File: src/rtl/countdown_sequencer_if.sv
// -----------------------------------------------------------------------------
// countdown_sequencer_if
//   Load handshake between a host/config block and countdown_sequencer.
//   The host offers a start value with load_valid/load_value and the sequencer
//   answers with load_ready. A load is accepted in any cycle where
//   load_valid && load_ready.
//
//   Signals
//     load_valid  host -> seq   load_value is offered
//     load_value  host -> seq   start value, WIDTH bits
//     load_ready  seq  -> host  sequencer can accept a load
//
//   Modports
//     master : host side (drives valid/value, observes ready)
//     slave  : sequencer side (observes valid/value, drives ready)
// -----------------------------------------------------------------------------
interface countdown_sequencer_if #(
    parameter int WIDTH = 4
);
    logic             load_valid;
    logic             load_ready;
    logic [WIDTH-1:0] load_value;

    modport master (
        output load_valid,
        output load_value,
        input  load_ready
    );

    modport slave (
        input  load_valid,
        input  load_value,
        output load_ready
    );
endinterface

File: src/rtl/countdown_sequencer.sv
// -----------------------------------------------------------------------------
// countdown_sequencer
//   Loadable countdown controller. A start value arrives over the load
//   handshake; after start the count steps down once every PRESCALE cycles.
//   Reaching zero raises a one-cycle done pulse and either parks in DONE or,
//   with auto_reload, reloads the last loaded value and keeps running.
//   The count never wraps below zero: a start at zero sets the sticky
//   underflow flag instead, which only an accepted load clears.
//
//   Parameters
//     WIDTH     count / load width in bits
//     PRESCALE  clock cycles per decrement step (>= 1)
//
//   Ports
//     clk          in   single clock, rising edge
//     rst_n        in   asynchronous active-low reset
//     load_if      slave modport of countdown_sequencer_if (load handshake)
//     auto_reload  in   reload and keep running on terminal count
//     start        in   begin (IDLE/DONE) or resume (PAUSE)
//     pause        in   freeze the countdown (RUN only)
//     abort        in   cancel, return to IDLE with count 0
//     count        out  current count (registered)
//     busy         out  high in RUN or PAUSE
//     done         out  one-cycle pulse per terminal count (registered)
//     underflow    out  sticky decrement-at-zero flag
//
//   Per-cycle priority: abort > load > pause > start > decrement tick.
// -----------------------------------------------------------------------------
module countdown_sequencer #(
    parameter int WIDTH    = 4,
    parameter int PRESCALE = 1
) (
    input  logic                  clk,
    input  logic                  rst_n,
    countdown_sequencer_if.slave  load_if,
    input  logic                  auto_reload,
    input  logic                  start,
    input  logic                  pause,
    input  logic                  abort,
    output logic [WIDTH-1:0]      count,
    output logic                  busy,
    output logic                  done,
    output logic                  underflow
);

    typedef enum logic [1:0] {
        S_IDLE  = 2'd0,
        S_RUN   = 2'd1,
        S_PAUSE = 2'd2,
        S_DONE  = 2'd3
    } state_e;

    // A one-bit prescaler is kept even for PRESCALE == 1; it simply stays 0.
    localparam int              PS_W    = (PRESCALE > 1) ? $clog2(PRESCALE) : 1;
    localparam logic [PS_W-1:0] PS_LAST = PS_W'(PRESCALE - 1);

    state_e            state_q,  state_d;
    logic [WIDTH-1:0]  count_q,  count_d;
    logic [WIDTH-1:0]  reload_q, reload_d;
    logic [PS_W-1:0]   pre_q,    pre_d;
    logic              done_q,   done_d;
    logic              uf_q,     uf_d;

    logic              load_ready;
    logic              load_fire;
    logic              tick;

    // Loads are only taken while the countdown is not in progress.
    assign load_ready         = (state_q == S_IDLE) || (state_q == S_DONE);
    assign load_if.load_ready = load_ready;
    assign load_fire          = load_if.load_valid && load_ready;
    assign tick               = (pre_q == PS_LAST);

    always_comb begin
        // NOTE: every signal written here gets a default first, so no path
        // leaves one unassigned and no latch is inferred.
        state_d  = state_q;
        count_d  = count_q;
        reload_d = reload_q;
        pre_d    = pre_q;
        done_d   = 1'b0;
        uf_d     = uf_q;

        if (abort) begin
            state_d = S_IDLE;
            count_d = '0;
            pre_d   = '0;
        end else if (load_fire) begin
            state_d  = S_IDLE;
            count_d  = load_if.load_value;
            reload_d = load_if.load_value;
            pre_d    = '0;
            uf_d     = 1'b0;
        end else begin
            unique case (state_q)
                S_RUN: begin
                    if (pause) begin
                        // Pause wins over a coincident tick; prescaler holds.
                        state_d = S_PAUSE;
                    end else if (tick) begin
                        pre_d = '0;
                        if (count_q > WIDTH'(1)) begin
                            count_d = count_q - WIDTH'(1);
                        end else if (count_q == WIDTH'(1)) begin
                            done_d = 1'b1;
                            if (auto_reload) begin
                                count_d = reload_q;
                            end else begin
                                count_d = '0;
                                state_d = S_DONE;
                            end
                        end else begin
                            // Defensive: a tick at zero never subtracts.
                            uf_d    = 1'b1;
                            state_d = S_DONE;
                        end
                    end else begin
                        pre_d = pre_q + PS_W'(1);
                    end
                end
                S_PAUSE: begin
                    // A held pause outranks start, so resume needs pause low.
                    if (!pause && start) begin
                        state_d = S_RUN;
                    end
                end
                default: begin
                    // IDLE and DONE: start either runs or flags underflow.
                    if (start) begin
                        if (count_q != '0) begin
                            state_d = S_RUN;
                            pre_d   = '0;
                        end else begin
                            uf_d = 1'b1;
                        end
                    end
                end
            endcase
        end
    end

    // NOTE: state registers use non-blocking assignments so every register
    // samples the pre-edge values computed above.
    always_ff @(posedge clk or negedge rst_n) begin
        if (!rst_n) begin
            state_q  <= S_IDLE;
            count_q  <= '0;
            reload_q <= '0;
            pre_q    <= '0;
            done_q   <= 1'b0;
            uf_q     <= 1'b0;
        end else begin
            state_q  <= state_d;
            count_q  <= count_d;
            reload_q <= reload_d;
            pre_q    <= pre_d;
            done_q   <= done_d;
            uf_q     <= uf_d;
        end
    end

    assign count     = count_q;
    assign busy      = (state_q == S_RUN) || (state_q == S_PAUSE);
    assign done      = done_q;
    assign underflow = uf_q;

endmodule
File: src/flat_wrapper.sv
// flat-port wrapper written by rule: the top's interface ports become plain ports
module countdown_sequencer_flat 
#(
    parameter int WIDTH    = 4,
    parameter int PRESCALE = 1
)
  (clk, rst_n, auto_reload, start, pause, abort, count, busy, done, underflow, load_if_load_valid, load_if_load_value, load_if_load_ready);
  countdown_sequencer_if #(.WIDTH(WIDTH)) load_if_i ();
  input  logic clk;
  input  logic rst_n;
  input  logic auto_reload;
  input  logic start;
  input  logic pause;
  input  logic abort;
  output logic [WIDTH-1:0] count;
  output logic busy;
  output logic done;
  output logic underflow;
  input wire logic [$bits(load_if_i.load_valid)-1:0] load_if_load_valid;
  input wire logic [$bits(load_if_i.load_value)-1:0] load_if_load_value;
  output wire logic [$bits(load_if_i.load_ready)-1:0] load_if_load_ready;
  assign load_if_i.load_valid = load_if_load_valid;
  assign load_if_i.load_value = load_if_load_value;
  assign load_if_load_ready = load_if_i.load_ready;
  countdown_sequencer #(.WIDTH(WIDTH), .PRESCALE(PRESCALE)) u_core (.clk(clk), .rst_n(rst_n), .load_if(load_if_i), .auto_reload(auto_reload), .start(start), .pause(pause), .abort(abort), .count(count), .busy(busy), .done(done), .underflow(underflow));
endmodule
File: config.mk
export PLATFORM = sky130hd
export DESIGN_NAME = countdown_sequencer_flat
export DESIGN_NICKNAME = d
export VERILOG_FILES = /design/src/rtl/countdown_sequencer_if.sv /design/src/rtl/countdown_sequencer.sv /design/src/flat_wrapper.sv
export SDC_FILE = /design/constraint.sdc
export NUM_CORES = 1
export LEC_CHECK = 0
export BUFFER_PORTS_ARGS = -buffer_cell sky130_fd_sc_hd__buf_2
export CAP_MARGIN = 10
export CORE_UTILIZATION = 40
export CTS_BUF_LIST = sky130_fd_sc_hd__clkbuf_8
export CTS_CLUSTER_DIAMETER = 80
export DETAILED_ROUTE_END_ITERATION = 16
export GPL_ROUTABILITY_DRIVEN = 0
export PLACE_DENSITY_LB_ADDON = 0.25
export SYNTH_ARGS = -nofsm -noshare
export SYNTH_HDL_FRONTEND = slang
export SYNTH_SLANG_ARGS = --single-unit
File: constraint.sdc
create_clock -name clk -period 3.05 [get_ports clk]
set_input_delay 0.305 -clock clk [delete_from_list [all_inputs] [get_ports clk]]
set_output_delay 0.305 -clock clk [all_outputs]
set_load 0.005 [all_outputs]
After elaboration in Yosys (flattened, before gate mapping):

Cells that the tools add are included.

* register bits after elaboration: 13
* logic and storage cells: 88

* add/subtract/negate cells: 2
* order comparisons: 1
* eq/ne operators: 18
* mux-type cells: 41
* bitwise operators: 1
* reductions and logical operators: 19

Operators by type and width (number)
* $mux W4: 8
* $mux W1: 20
* $mux W2: 10
* $reduce_bool A4 Y1: 4
* $ne A3 B2 Y1 const B: 5
* $reduce_bool A5 Y1: 2
* $reduce_and A4 Y1: 2
* $reduce_and A8 Y1: 1
* $ne A3 B3 Y1 const B: 2
* $ne A6 B5 Y1 const B: 1
* $reduce_and A6 Y1: 1
* $reduce_bool A3 Y1: 2
* $ne A5 B4 Y1 const B: 1
* $ne A5 B5 Y1 const B: 1
* $eq A2 B2 Y1 const B: 2
* $eq A4 B1 Y1 const B: 1
* $gt A4 B1 Y1 const B: 1
* $ne A4 B2 Y1 const B: 1
* $ne A4 B3 Y1 const B: 1
* $pmux W1 S2: 2
* $pmux W2 S2: 1
* $sub A4 B1 Y4 const B: 1
* $ne A3 B1 Y1 const B: 1
* $eq A2 B1 Y1 const B: 1
* other kinds (8): 10

Longest topological paths before layout:

Gate-level depths: netlist (run 1).

* depth after elaboration: 8
* depth in mapped cells: 6
* gate-level depth less buffers: 6

Least setup slack after synthesis (run 1):

No wires, ideal clock.

* path type: reg2reg
* start point: register u_core.count_q[1] (netlist: u_core.count[1])
* end point: register u_core.count_q[0] (netlist: u_core.count[0])
* setup time: 0.121 ns
* data arrival time: 1.713 ns
* path slack: 1.216 ns
* stages on the path, launching flop included: 7
* path buffers: 0
* clock period less this slack: 1.834 ns
* cells stage by stage: dfrtp_1 > inv_1 > ha_1 > or4b_4 > a21oi_4 > nor3_1 > a22o_1

* longest elaborated chain between the ends: 7
* elaborated cells between the ends (all ways): 10
* classes of those cells: 1 x order compare; 1 x eq/ne; 6 x mux; 2 x reduce/logical

RTL lines
* from (decl): RTL line countdown_sequencer.sv:58 `logic [WIDTH-1:0] count_q, count_d;`
* from (signal assigned): RTL line countdown_sequencer.sv:154 `count_q <= count_d;`
* $gt A4 B1 Y1: RTL line countdown_sequencer.sv:102 `if (count_q > WIDTH'(1)) begin`
* $mux W4: RTL line countdown_sequencer.sv:102
* $mux W4: RTL line countdown_sequencer.sv:100 `end else if (tick) begin`
* $mux W4: RTL line countdown_sequencer.sv:97 `if (pause) begin`
* $mux W4: RTL line countdown_sequencer.sv:95 `unique case (state_q)`
* $mux W4: RTL line countdown_sequencer.sv:88 `end else if (load_fire) begin`
* $mux W4: RTL line countdown_sequencer.sv:84 `if (abort) begin`

Several ways; a longest one is shown, not always the timed one. The select of a mux whose other input is x is not followed.
A chain may end at the register's enable or synchronous reset.

Worst setup path after layout (run 1):

Ends and elaborated chain as after synthesis.

==> metrics.txt, run 1 <==
port buffer count 18; fin. max-slew vios 0; startpoint type of the worst setup path flip-flop; clock transition at the registers of the reported paths ~0.060 ns; cell count of the worst hold path 2; Layout Utilization 0.5381; effective utilization at floorplan 0.4481; fin nets 120; cell count after synthesis between 80 and 90; number of library cell types mapped by synthesis 32; core box area 1821 um2; Remaining DRCs 0; worst path arrival time 2.16 ns; number of hold-slack violations in the final timing report 0; cell type group with the largest total delay on the critical path simple AND/OR/NAND/NOR gates; clock tree root driver cell sky130_fd_sc_hd__clkbuf_8; net count after synthesis 99; maximum VDD drop roughly 0.00044 V; kind of end point of the critical path flip-flop; unrepaired setup endpoints after global routing no; worst hold slack approximately 0.3 ns; largest incremental delay on the critical path 0.54 ns; dominant cell type by area after synthesis sky130_fd_sc_hd__dfrtp_1; Bufs on Longest Clock Path 2; via count between 700 and 800; reg2reg end u_core.count[0]$_DFFE_PN0P_; global-route wire length before repair ~2900 um; aggregate global-route resource usage 0.1924; number of DRC markers after the initial detailed-route iteration 10; antenna violations before repair 0; Reg2Reg Depth 6; # resized after CTS 0; Max Fanout on Critical Path 8; design area between 900 and 1000 um2; width of the die 47.16 um; class of the tightest hold or removal check in -> reg; depth of the critical timing path with buffers and inverters included 6; proportion of layout cells with a drive suffix above 1 0.2941; Overflow after GRT 0; total setup violations reported at the end of the flow 0; post-layout power between 900 and 1000 uW; pin count of the biggest net entering global routing 13; fraction of synthesis flops using an asynchronous set or reset pin 1.000; buffer and inverter count on the worst path 1; clock buffers created by TritonCTS 3; cell row count 15; DRT antenna net count 0; area growth from synthesis to layout 20.09%; sequential fraction of the synthesis area 0.3681; Synth area leaders sky130_fd_sc_hd__dfrtp_1 37%, sky130_fd_sc_hd__ha_1 9.2%, sky130_fd_sc_hd__mux2_2 6.9%; setup TNS after final layout 0 ns; shortest clock period the worst path allows after layout between 2 and 2.5 ns; warnings from Yosys 0; final setup skew 0.002360 ns; Final HPWL DP approximately 1300 um; sink count of the clock tree 12; Pwr per Cell Area between 1000 and 1500 nW/um2; Wirelength per Cell between 10 and 15 um; total leakage power 0.0004410 uW; Die Span Y roughly 47 um; Worst Path Class, Setup reg -> reg; transition time at the pin with the least slew margin slightly above 0.4 ns; diodes inserted 0; EDFF count, synth 0; final worst path period share 0.6638; Crit path required time 3.18 ns; num ports 19; average via count per standard cell between 5 and 6; Skew-Pair Late Insertion Delay 0.25 ns; area share of the largest cell type after synthesis 0.3681; worst reg2reg setup slack 1.03 ns; worst reg2reg path startpoint u_core.count[1]$_DFFE_PN0P_; post-synth design cell area 815.8 um2; cells along the critical path inv_1, ha_1, or4b_4, a21oi_4, nor3_1, a22o_1; filler cell count 165; wire length after detailed routing between 1500 and 2000 um; clock tree from TritonCTS yes; run status complete, no violations; die footprint 2224 um2; predominant post-synthesis flop cell sky130_fd_sc_hd__dfrtp_1; area of placed instances 914.6 um2; average cell area after synthesis 9.949 um2; upper clock frequency limit around 490 MHz; Critical Path Sink u_core.count[0]$_DFFE_PN0P_; number of max-cap violations 0; Crit-path slowest cell sky130_fd_sc_hd__or4b_4; CTS H-Tree Depth 1; number of flip-flops and latches in the synthesized netlist 12; number of global-route vias before repair 606; worst rel slew slack 0.7202; beginning of the critical path u_core.count[1]$_DFFE_PN0P_; Pre-Repair DR Iteration Count 4
==> cells in the mapped netlist, types with 2 or more instances <==
cell and number:
sky130_fd_sc_hd__mux2_2 5, sky130_fd_sc_hd__nor3_1 5, sky130_fd_sc_hd__dfrtp_1 12, sky130_fd_sc_hd__inv_1 6, sky130_fd_sc_hd__nor2b_1 2, sky130_fd_sc_hd__a21oi_1 5, sky130_fd_sc_hd__ha_1 6, sky130_fd_sc_hd__nor2_1 8
sky130_fd_sc_hd__o31ai_1 2, sky130_fd_sc_hd__a2111oi_0 2, sky130_fd_sc_hd__nand2b_1 2, sky130_fd_sc_hd__nand4b_1 2, sky130_fd_sc_hd__nand2_1 3, sky130_fd_sc_hd__a22o_1 3, sky130_fd_sc_hd__o211ai_1 2
==> cell families after synthesis <==
logic type | share of synthesized area
AND/OR/NAND/NOR | 0.1672
AO/OA/AOI/OAI | 0.2362
flip-flops | 0.3681
buffers and inverters | 0.05521
multiplexers | 0.08128
adder cells (fa/ha/maj) | 0.09202
==> stage by stage <==
step / setup WS, ns / instances
floorplan: 1.216 / 82
global placement: 1.060 / 122
detailed placement: 1.053 / 122
CTS: 1.015 / 127
global route: 0.9047 / 127
finish: 1.025 / 127
==> flip-flops by register name, indices dropped and copies added, names as in the netlist <==
signal,cells
u_core.underflow,1
u_core.state_q,2
u_core.done,1
u_core.reload_q,4
u_core.count,4
==> layout by cell type, fill, tap and decap left out <==
cell type / synthesis / layout
sky130_fd_sc_hd__o22ai_1: 1 / 1
sky130_fd_sc_hd__dlygate4sd3_1: 0 / 1
sky130_fd_sc_hd__or4b_4: 1 / 1
sky130_fd_sc_hd__mux2i_1: 1 / 1
sky130_fd_sc_hd__a221oi_1: 1 / 1
sky130_fd_sc_hd__nand2b_1: 2 / 2
sky130_fd_sc_hd__a22o_1: 3 / 3
sky130_fd_sc_hd__a21oi_1: 5 / 5
sky130_fd_sc_hd__clkbuf_8: 0 / 4
sky130_fd_sc_hd__inv_1: 6 / 6
sky130_fd_sc_hd__o21ai_0: 1 / 1
sky130_fd_sc_hd__a22oi_1: 1 / 1
sky130_fd_sc_hd__a2111oi_2: 1 / 1
sky130_fd_sc_hd__a2111oi_0: 2 / 2
sky130_fd_sc_hd__o31ai_1: 2 / 2
sky130_fd_sc_hd__o311ai_0: 1 / 1
sky130_fd_sc_hd__mux2_2: 5 / 5
sky130_fd_sc_hd__nor2b_1: 2 / 2
sky130_fd_sc_hd__nor4b_1: 1 / 1
sky130_fd_sc_hd__nand4b_1: 2 / 2
sky130_fd_sc_hd__buf_2: 0 / 18
sky130_fd_sc_hd__nor2_1: 8 / 8
sky130_fd_sc_hd__ha_1: 6 / 6
sky130_fd_sc_hd__nand2_1: 3 / 3
sky130_fd_sc_hd__a21o_1: 1 / 1
sky130_fd_sc_hd__o211ai_1: 2 / 2
sky130_fd_sc_hd__a21oi_4: 1 / 1
sky130_fd_sc_hd__nor3_1: 5 / 5
sky130_fd_sc_hd__dfrtp_1: 12 / 12
sky130_fd_sc_hd__nand3_1: 1 / 1
sky130_fd_sc_hd__a211o_1: 1 / 1
sky130_fd_sc_hd__o32a_1: 1 / 1
==> layout make-up <==
type / instances / area (um2) / share of cell area
clock buffer: 4 / 55.05 / 0.05619
inverter: 6 / 22.52 / 0.02299
multi-input combinational: 61 / 470.5 / 0.4802
sequential: 12 / 300.3 / 0.3065
tap: 25 / 31.28 / 0.03193
timing repair buffer: 19 / 100.1 / 0.1022
==> layer usage <==
layer | track usage | vias up | routed length (um)
li1 | - | 350 | -
met1 | 0.2742 | 335 | 890
met2 | 0.2667 | 19 | 776
met3 | 0.03462 | 5 | 60
met4 | 0.1200 | 0 | 42
met5 | 0 | - | 0
==> repair_timing <==
| action | in CTS | in global routing |
|---|---|---|
| hold endpoints to repair | 12 | 0 |
| hold buffers | 1 | 0 |
| setup buffers | 0 | 0 |
| endpoints found under the setup margin | 0 | 0 |
==> report_power, final <==
part / internal [uW] / switching [uW] / leakage [uW]
logic: 245 / 259 / 0.000262
clock network: 114 / 64.6 / 0.0000288
registers: 227 / 74.6 / 0.000150
==> worst min path at each step <==
stage                                endpoint                   from
2_1_floorplan     u_core.count[0]$_DFFE_PN0P_                  rst_n
3_3_place_gp            u_core.done$_DFF_PN0_                  rst_n
3_5_place_dp            u_core.done$_DFF_PN0_                  rst_n
4_1_cts        u_core.reload_q[2]$_DFFE_PN0P_  load_if_load_value[2]
5_1_grt        u_core.reload_q[1]$_DFFE_PN0P_  load_if_load_value[1]
6_report       u_core.reload_q[2]$_DFFE_PN0P_  load_if_load_value[2]
==> worst register-to-register path, delay by kind of cell (launching register included) <==
kind | cells | cell delay [ns]
adders and majority gates | 1 | 0.26
buffers and inverters | 1 | 0.10
DFF | 1 | 0.41
and+or+nand+nor | 2 | 0.65
AOI/OAI and AO/OA | 2 | 0.49
Power figures use the tool's default switching activity.
==> run 2: changes to the inputs <==
--- a/config.mk
+++ b/config.mk
@@ -5,6 +5,7 @@
 export SDC_FILE = /design/constraint.sdc
 export NUM_CORES = 1
 export LEC_CHECK = 0
+export ABC_AREA = 1
 export BUFFER_PORTS_ARGS = -buffer_cell sky130_fd_sc_hd__buf_2
 export CAP_MARGIN = 10
 export CORE_UTILIZATION = 40
==> constraint.sdc (replaced) <==
create_clock -name clk -period 2.1 [get_ports clk]
set_input_delay 0.21 -clock clk [delete_from_list [all_inputs] [get_ports clk]]
set_output_delay 0.21 -clock clk [all_outputs]
set_load 0.005 [all_outputs]
==> run 2 against run 1 <==
Cell area up 5.2%. Sequential cell count unchanged. Power increased by 50%. Wire length grew 4.7%. Clock power rose by 17%. Combinational power up 65%. Critical path type unchanged. Largest power group unchanged. Highest routed layer unchanged.
==> metrics.txt, run 2 <==
most frequent cells after synthesis 29 x sky130_fd_sc_hd__nand2_1, 14 x sky130_fd_sc_hd__nand3_1, 13 x sky130_fd_sc_hd__nor2_1; beginning of the critical path u_core.state_q[0]$_DFFE_PN0P_; most common library cell in the layout ignoring fill and taps sky130_fd_sc_hd__nand2_1; dominant cell type by area after synthesis sky130_fd_sc_hd__dfrtp_1; total setup violations reported at the end of the flow 0 (unchanged); number of DRC markers after the initial detailed-route iteration 31 (+21); worst reg2reg setup slack 0.52 ns (-0.51 ns); reg2reg end u_core.state_q[0]$_DFFE_PN0P_; unrepaired setup endpoints after global routing no; Pwr per Cell Area 1431 nW/um2 (+42%); Reg2Reg Depth 9 (+3); core box area 2002 um2 (+10%); clock tree root driver cell sky130_fd_sc_hd__clkbuf_8; area of combinational cells with multiple inputs 503.0 um2 (+6.9%); filler cell count 201 (+22%); DRT antenna net count 0 (unchanged); worst reg2reg path startpoint u_core.state_q[0]$_DFFE_PN0P_; setup TNS after final layout 0 ns (unchanged); fin nets 159 (+33%); hold buffers post-CTS 1 (unchanged); width of the die 48.63 um (+3.1%); sink count of the clock tree 12 (unchanged); clock buffers created by TritonCTS 3 (unchanged); die footprint 2364 um2 (+6.3%); clock transition at the registers of the reported paths 0.05 ns (about the same); predominant post-synthesis flop cell sky130_fd_sc_hd__dfrtp_1; maximum VDD drop 0.0006098 V (+38%); effective utilization at floorplan 0.4344 (-0.01373); most common cell in the synthesized netlist sky130_fd_sc_hd__nand2_1; final setup skew 0.005252 ns (+0.002892 ns); antenna violations before repair 0 (unchanged); most frequent cells in the layout 29 x sky130_fd_sc_hd__nand2_1, 18 x sky130_fd_sc_hd__buf_2, 14 x sky130_fd_sc_hd__nand3_1; worst path arrival time 1.76 ns (-0.40 ns); run status complete, no violations; CTS H-Tree Depth 1 (unchanged); proportion of layout cells with a drive suffix above 1 0.2500 (-0.04412); fin. max-slew vios 0 (unchanged); Worst Path Class, Setup reg -> reg; cell count after synthesis 119 (+45%); worst hold slack 0.1866 ns (-0.1192 ns); Overflow after GRT 0 (unchanged); startpoint type of the worst setup path flip-flop; total leakage power 0.0005401 uW (+22%); diodes inserted 0 (unchanged); final worst path period share 0.7527 (+0.08887); via count 831 (+17%); sequential fraction of the synthesis area 0.3453 (-0.02277); cell row count 16 (+1); number of global-route vias before repair 735 (+21%); pin count of the biggest net entering global routing 13 (unchanged); area share of the largest cell type after synthesis 0.3453 (-0.02277); Reg area 300.3 um2 (unchanged); Final HPWL DP 1509 um (+16%); wire length after detailed routing 1853 um (+4.7%); clock tree from TritonCTS yes; EDFF count, synth 0 (unchanged); Bufs on Longest Clock Path 2 (unchanged); start point of the worst min-delay path pause; number of max-cap violations 0 (unchanged); number of flip-flops and latches in the synthesized netlist 12 (unchanged); worst rel slew slack 0.7817 (+0.06155); num ports 19 (unchanged); class of the tightest hold or removal check in -> reg; number of hold-slack violations in the final timing report 0 (unchanged); net count after synthesis 136 (+37%); Setup Buffers After CTS 0 (unchanged); area growth from synthesis to layout 18.56%; transition time at the pin with the least slew margin 0.3267 ns (-0.08245 ns); average via count per standard cell 4.976 (-11%); # resized after CTS 0 (unchanged); fraction of synthesis flops using an asynchronous set or reset pin 1.000 (unchanged); warnings from Yosys 0 (unchanged); Skew-Pair Late Insertion Delay 0.24 ns (about the same); number of library cell types mapped by synthesis 23 (-28%); Pre-Repair DR Iteration Count 4 (unchanged); port buffer count 18 (unchanged); post-synth design cell area 869.6 um2 (+6.6%); Wirelength per Cell 11.10 um (-20%); Remaining DRCs 0 (unchanged); aggregate global-route resource usage 0.1755 (-0.01684); kind of end point of the critical path flip-flop; Max Fanout on Critical Path 4 (-4); upper clock frequency limit 632.7 MHz (+28%); Critical Path Sink u_core.state_q[0]$_DFFE_PN0P_; global-route wire length before repair 3118 um (+9.2%); Die Span Y 48.63 um (+3.1%); shortest clock period the worst path allows after layout 1.581 ns (-0.4440 ns); average cell area after synthesis 7.307 um2 (-27%); Synth area leaders sky130_fd_sc_hd__dfrtp_1 35%, sky130_fd_sc_hd__nand2_1 13%, sky130_fd_sc_hd__ha_1 8.6%; Crit path required time 2.28 ns (-0.90 ns)
run 2: cell types whose count changed after synthesis, moves of 3 or more:
cell,previous run,this run
sky130_fd_sc_hd__a31oi_1,0,3
sky130_fd_sc_hd__mux2_2,5,0
sky130_fd_sc_hd__nand3_1,1,14
sky130_fd_sc_hd__a22o_1,3,0
sky130_fd_sc_hd__nand2_2,0,7
sky130_fd_sc_hd__o21ai_0,1,4
sky130_fd_sc_hd__nand2_1,3,29
sky130_fd_sc_hd__nor3_1,5,1
sky130_fd_sc_hd__inv_1,6,12
sky130_fd_sc_hd__nor2_1,8,13
run 2: cell type report:
type | count | area share
clock buffer | 3 | 0.04005
tap | 27 | 0.03277
inverter | 14 | 0.05097
sequential | 12 | 0.2913
timing repair buffer | 19 | 0.09709
multi-input combinational | 92 | 0.4879
run 2: layer usage:
metal  wire, um  part of all wire  global-route usage  vias to the layer above
met5          0                 0                   0                        -
met4         28             0.015             0.08824                        0
met3        125             0.067             0.04403                        3
met2        788              0.43              0.2685                       30
met1        910              0.49              0.2283                      371
li1           -                 -                   -                      427
run 2: report_power, final:
group          leakage [uW]  internal [uW]  switching, uW
registers          0.000151            333           99.7
clock network     0.0000216            126           82.9
logic              0.000367            333            500
run 2: cell families (layout without fill, tap and decap cells):
kind of cell | count (synthesis) | in the layout | share of synthesized area
flip-flops | 12 | 12 | 0.3453
XOR/XNOR | 1 | 1 | 0.01007
buffers and inverters | 15 | 36 | 0.07625
AND/OR/NAND/NOR | 71 | 71 | 0.3870
adder cells (fa/ha/maj) | 6 | 6 | 0.08633
AO/OA/AOI/OAI | 14 | 14 | 0.09496
run 2: per-stage QoR:
step                power, uW  std cells  worst slack, ns  instance area [um2]  utilization
detailed placement       1271        163           0.5180                979.7       0.4894
finish                   1475        167           0.5194                 1031       0.5150
global route             1637        167           0.3543                 1031       0.5150
floorplan                1040        119           0.6447                869.6            -
global placement         1252        163           0.5824                979.7       0.4894
CTS                      1488        167           0.5040                 1031       0.5150
run 2: worst max-delay path, cell delays in order, from the launching register on:
cell	delay, ns
sky130_fd_sc_hd__dfrtp_1	0.39
sky130_fd_sc_hd__inv_1	0.06
sky130_fd_sc_hd__ha_1	0.34
sky130_fd_sc_hd__a21oi_1	0.27
sky130_fd_sc_hd__nand3_1	0.14
sky130_fd_sc_hd__nand2_2	0.08
sky130_fd_sc_hd__nand2_2	0.06
sky130_fd_sc_hd__nand2_2	0.06
sky130_fd_sc_hd__nand2_1	0.05
sky130_fd_sc_hd__nand2_1	0.06
run 2: worst min-delay path by stage:
stage	to	cells after the start
3_5_place_dp	u_core.count[0]$_DFFE_PN0P_	1
5_1_grt	u_core.done$_DFF_PN0_	2
2_1_floorplan	u_core.count[0]$_DFFE_PN0P_	0
3_3_place_gp	u_core.count[0]$_DFFE_PN0P_	1
4_1_cts	u_core.done$_DFF_PN0_	2
6_report	u_core.done$_DFF_PN0_	2
